--- config.mk ---
export PLATFORM = sky130hd
export DESIGN_NAME = reg_write_arbiter
export DESIGN_NICKNAME = d
export VERILOG_FILES = /design/src/rtl/reg_write_arbiter.sv
export SDC_FILE = /design/constraint.sdc
export NUM_CORES = 1
export LEC_CHECK = 0
export ABC_AREA = 1
export CAP_MARGIN = 20
export CELL_PAD_IN_SITES_DETAIL_PLACEMENT = 1
export CELL_PAD_IN_SITES_GLOBAL_PLACEMENT = 2
export CORE_ASPECT_RATIO = 2
export CORE_MARGIN = 2
export CORE_UTILIZATION = 26
export DETAILED_ROUTE_END_ITERATION = 8
export MAX_ROUTING_LAYER = met4
export PLACE_DENSITY = 0.81
export SLEW_MARGIN = 15
export SYNTH_ARGS = -nofsm -noshare
export SYNTH_HDL_FRONTEND = slang
export SYNTH_SLANG_ARGS = --single-unit
export TNS_END_PERCENT = 5
--- constraint.sdc ---
create_clock -name clk -period 1.6 [get_ports clk]
set_input_delay 0.48 -clock clk [delete_from_list [all_inputs] [get_ports clk]]
set_output_delay 0.48 -clock clk [all_outputs]
set_load 0.005 [all_outputs]
--- src/rtl/reg_write_arbiter.sv ---
// reg_write_arbiter
//
// Merges register-file writes from two requesters into the single write port
// of the register file:
//   A = ALU writeback, B = load unit.
// Each requester has a 1-entry holding buffer. A request is accepted on a
// clock edge where req_x & ready_x. In each cycle, at most one full buffer is
// granted. The granted write appears on the write port in the following cycle.
// Writes that target register 7 (zero) are discarded and counted.
//
// Ports
//   clk                 rising-edge clock
//   reset               synchronous active-high reset
//   req_a / req_b       write request
//   sel_a / sel_b [2:0] destination register index (7 = zero, discarded)
//   data_a / data_b [9:0] write data
//   ready_a / ready_b   holding buffer empty (combinational from the full flag)
//   gb_en               register file write enable (registered)
//   write_sel [2:0]     register file write index (registered)
//   rs_write [9:0]      register file write data (registered)
//   drop_cnt [3:0]      saturating count of discarded writes to register 7
//
// Configuration
//   REG_ARB_ROUND_ROBIN_EN  defined   : on contention, grant the requester not
//                                       granted most recently
//   REG_ARB_ROUND_ROBIN_EN  undefined : fixed priority, A over B

module reg_write_arbiter (
  input  logic       clk,
  input  logic       reset,
  input  logic       req_a,
  input  logic       req_b,
  input  logic [2:0] sel_a,
  input  logic [2:0] sel_b,
  input  logic [9:0] data_a,
  input  logic [9:0] data_b,
  output logic       ready_a,
  output logic       ready_b,
  output logic       gb_en,
  output logic [2:0] write_sel,
  output logic [9:0] rs_write,
  output logic [3:0] drop_cnt
);

  localparam logic [2:0] SEL_ZERO = 3'd7;

  logic       full_a_r;
  logic       full_b_r;
  logic [2:0] sel_a_r;
  logic [2:0] sel_b_r;
  logic [9:0] data_a_r;
  logic [9:0] data_b_r;

  logic       grant_a_s;
  logic       grant_b_s;
  logic       grant_any_s;
  logic [2:0] grant_sel_s;
  logic [9:0] grant_data_s;

`ifdef REG_ARB_ROUND_ROBIN_EN
  // 1 = B was granted most recently, 0 = A.
  logic       last_b_r;
`endif

  assign ready_a = ~full_a_r;
  assign ready_b = ~full_b_r;

  // Grant selection among full buffers.
  always_comb begin
    grant_a_s = 1'b0;
    grant_b_s = 1'b0;
`ifdef REG_ARB_ROUND_ROBIN_EN
    if (full_a_r && full_b_r) begin
      // On contention, favour the requester that was not served last.
      grant_a_s = last_b_r;
      grant_b_s = ~last_b_r;
    end else begin
      grant_a_s = full_a_r;
      grant_b_s = full_b_r;
    end
`else
    if (full_a_r) begin
      grant_a_s = 1'b1;
      grant_b_s = 1'b0;
    end else begin
      grant_a_s = 1'b0;
      grant_b_s = full_b_r;
    end
`endif
  end

  // Mux the granted buffer's contents toward the output registers.
  always_comb begin
    grant_any_s  = grant_a_s | grant_b_s;
    grant_sel_s  = 3'd0;
    grant_data_s = 10'd0;
    if (grant_a_s) begin
      grant_sel_s  = sel_a_r;
      grant_data_s = data_a_r;
    end else if (grant_b_s) begin
      grant_sel_s  = sel_b_r;
      grant_data_s = data_b_r;
    end else begin
      grant_sel_s  = 3'd0;
      grant_data_s = 10'd0;
    end
  end

  // Holding buffer for requester A.
  // Acceptance and grant are mutually exclusive, because ready is ~full.
  always_ff @(posedge clk) begin
    if (reset) begin
      full_a_r <= 1'b0;
      sel_a_r  <= 3'd0;
      data_a_r <= 10'd0;
    end else if (req_a && !full_a_r) begin
      full_a_r <= 1'b1;
      sel_a_r  <= sel_a;
      data_a_r <= data_a;
    end else if (grant_a_s) begin
      full_a_r <= 1'b0;
    end else begin
      full_a_r <= full_a_r;
    end
  end

  // Holding buffer for requester B.
  always_ff @(posedge clk) begin
    if (reset) begin
      full_b_r <= 1'b0;
      sel_b_r  <= 3'd0;
      data_b_r <= 10'd0;
    end else if (req_b && !full_b_r) begin
      full_b_r <= 1'b1;
      sel_b_r  <= sel_b;
      data_b_r <= data_b;
    end else if (grant_b_s) begin
      full_b_r <= 1'b0;
    end else begin
      full_b_r <= full_b_r;
    end
  end

  // Register-file write port and drop counter.
  // write_sel and rs_write hold their values when there is no write.
  always_ff @(posedge clk) begin
    if (reset) begin
      gb_en     <= 1'b0;
      write_sel <= 3'd0;
      rs_write  <= 10'd0;
      drop_cnt  <= 4'd0;
    end else if (grant_any_s) begin
      if (grant_sel_s == SEL_ZERO) begin
        gb_en <= 1'b0;
        if (drop_cnt != 4'd15) begin
          drop_cnt <= drop_cnt + 4'd1;
        end else begin
          drop_cnt <= drop_cnt;
        end
      end else begin
        gb_en     <= 1'b1;
        write_sel <= grant_sel_s;
        rs_write  <= grant_data_s;
      end
    end else begin
      gb_en <= 1'b0;
    end
  end

`ifdef REG_ARB_ROUND_ROBIN_EN
  // Last-grant tracking.
  // This is updated on every grant, including drops to register 7.
  always_ff @(posedge clk) begin
    if (reset) begin
      last_b_r <= 1'b1;
    end else if (grant_a_s) begin
      last_b_r <= 1'b0;
    end else if (grant_b_s) begin
      last_b_r <= 1'b1;
    end else begin
      last_b_r <= last_b_r;
    end
  end
`endif

endmodule
==> metrics.txt <==
multi-input combinational cell area 761 um^2; CP peak stage delay 490 ps; RSZ-0062 raised after global routing no; buffers added on ports 49; DPL Wire Length 3930 um; P_sw 0.652 mW; Max VDD drop 0.510 mV; Setup violations, final 0; FF+latch area 942 um^2; Synth Area in XOR/XNOR 0.956%; Slew @ Worst Pin 252 ps; fill count 910; Worst R2R End rs_write[2]; status completed; crit-path cells clkdlybuf4s50_1; Routed wire per std cell 12.9 um; most common library cells after synthesis 62 x nor2_1, 46 x dfxtp_1, 35 x o21ai_0; Die W 63.4 um; combinational share of power 15.5%; CP max FO 2; Initial Util 26.6%; power after layout 2.66 mW; crit path capture type output port; largest net degree at the start of global routing 33; Syn Nets 278; Reg-to-Reg Start full_a_r; share of async-settable or async-resettable flops after synthesis 0%; Yosys reg bits 46; clock tree buffer depth 2; Startpoint Class register; post-synthesis simple-gate area fraction 22.8%; Pins Over Slew Limit 0; total track usage 14.8%; Remaining DRCs 0; DR iter-0 viols 8; Clock Tree Root clkbuf_16; Hold WS 452 ps; vias per cell 4.37; Slew HR 83.0%; Final nets 335; Flop pwr share 47.9%; required time of the critical path 1120 ps; dominant synthesized flop cell dfxtp_1; worst min-delay path endpoint data_b_r[6]; crit path time final 1570 ps; # diodes 0; CTS Hold Buffers Added 0; internal power 2.01 mW; first-pass GRT wire length 8180 um; Largest delay share family, worst path buffers and inverters; Pwr Density 1010 nW/um^2; total CTS buffers 5; drt pass-1 iters 4; HP Start data_b_r[6]; Hold Crit Class reg2reg; Arr. time, crit path 1090 ps; final period utilization 98.0%; IO Count 50; multiplexer share of the synthesized area 0%; switching share of power 24.5%; leading area contributor after synthesis dfxtp_1; maximum clock rate 638 MHz; largest family of logic cells by synthesized area simple AND/OR/NAND/NOR gates; Max H-tree Level 2; syn avg cell area 7.42 um^2; EDFF count, synth 0; Buf/Inv on CP 1; Post-Synthesis Cells 247; CTS Sinks 46; Max Clock Skew 4.19 ps; post-synthesis adder-cell area fraction 0.683%; cell area after synthesis 1830 um^2; reg2reg path depth 9; hold path cells 2; CTS tree done; vias in the first global route 1710; Yosys warning count 0; unique cell type count in the Yosys netlist 20; via count 1720; Area Overhead vs Synth 43.4%; LEAKAGE 1.21 nW; GRT overflow 0; clock-pin slew on the worst setup and hold paths 60 ps; drt total wl 5090 um; post-synth top area share 50.3%; CP Depth 1; sequential fraction of the synthesis area 50.3%; max_cap viols 0; Final GP Congestion 0.810; Row Count 43; antenna violations before repair 0; slowest CP cell clkdlybuf4s50_1; Die Area 7770 um^2; top cells by area, synth dfxtp_1 50%, nor2_1 13%, o21ai_0 9.6%; DRT antenna net count 0; final hold vios 0; register-to-register setup slack 140 ps; core box area 6890 um^2; Chip Height 123 um; share of cells above drive strength 1 11.5%; Clk Latency, worst-skew pair 290 ps; Clock power frac 36.7%; WS Path Type reg2out; count leader, synth nor2_1; Synth Area in Compound Gates 16.4%
registers in the layout, indices dropped and copies added, names as in the netlist:
name and count:
sel_a_r 3, write_sel 3, drop_cnt 4, data_b_r 10, data_a_r 10, rs_write 10, full_b_r 1, sel_b_r 3
gb_en 1, full_a_r 1
cells in the final DEF (no fill, tap or decap):
| cell | instances |
|---|---|
| dlygate4sd2_1 | 13 |
| inv_1 | 20 |
| nand2_1 | 30 |
| buf_4 | 12 |
| inv_4 | 1 |
| nand4_1 | 1 |
| o21ai_1 | 2 |
| clkbuf_1 | 2 |
| nand2_4 | 1 |
| inv_2 | 1 |
| clkdlybuf4s50_1 | 32 |
| o21bai_1 | 1 |
| nand2_2 | 2 |
| xnor2_1 | 1 |
| buf_12 | 1 |
| dlymetal6s2s_1 | 4 |
| xor2_1 | 1 |
| o21ai_0 | 35 |
| nand3_1 | 9 |
| clkbuf_16 | 5 |
| dfxtp_1 | 35 |
| nand3_2 | 1 |
| ha_1 | 1 |
| dfxtp_2 | 8 |
| dfxtp_4 | 3 |
| o22ai_1 | 6 |
| nor2_1 | 62 |
| a21oi_1 | 14 |
through the flow:
step           area, um^2  instances  setup TNS (ps)  setup WS (ps)  util, %
2_1_floorplan        1830        247               0            352        -
3_3_place_gp         2450        385           -6.82          -6.82     35.6
3_5_place_dp         2450        385           -39.2          -28.6     35.6
4_1_cts              2590        393           -48.8          -48.8     37.7
5_1_grt              2630        394               0          0.501     38.2
6_report             2630        394               0           31.7     38.2
power groups by stage:
stage / Combinational, mW / Sequential (mW) / Clock (mW)
after global placement: 0.422 / 1.30 / 0
after floorplan: 0.215 / 1.30 / 0
after CTS: 0.418 / 1.28 / 1.01
final: 0.412 / 1.28 / 0.977
after detailed placement: 0.428 / 1.30 / 0
after global routing: 0.469 / 1.29 / 1.05
worst max-delay path by stage:
stage | from | to | slack, ps
2_1_floorplan | full_a_r | rs_write[0] | 350
3_3_place_gp | req_a | data_a_r[0] | -7
3_5_place_dp | req_a | data_a_r[0] | -30
4_1_cts | drop_cnt[0] | drop_cnt[0] | -50
5_1_grt | gb_en | gb_en | 0.5
6_report | write_sel[1] | write_sel[1] | 30
worst reg2reg max path, delay by kind of cell, from the launching register on:
family / cells / cell delay, ps
AO/OA/AOI/OAI: 1 / 220
flip-flops: 1 / 350
buffers and inverters: 4 / 480
AND/OR/NAND/NOR: 4 / 310
cell families (layout without fill, tap and decap cells):
kind of cell    Yosys count  in the layout
compound gates           58             58
simple gates            106            106
xor+xnor                  2              2
flops                    46             46
buf+inv                  34             91
fa+ha+maj                 1              1
metal layers:
metal	routed length (um)	GRT usage (%)
met3	147	3.12
met5	0	-
met4	116	7.34
met2	3010	28.7
met1	1820	13.0
final cells by class:
type / count / area share [%]
Clock buffer: 7 / 5.05
Inverter: 22 / 3.24
Tap cell: 90 / 4.29
Timing Repair Buffer: 62 / 22.6
Multi-Input combinational cell: 167 / 29.0
Sequential cell: 46 / 35.9
timing repair:
action,4_1_cts,5_1_grt
resized for setup,26,9
endpoints found under the setup margin,15,20
pin swaps,0,1
buffers inserted,1,1
(Power assumes the default switching activity.)
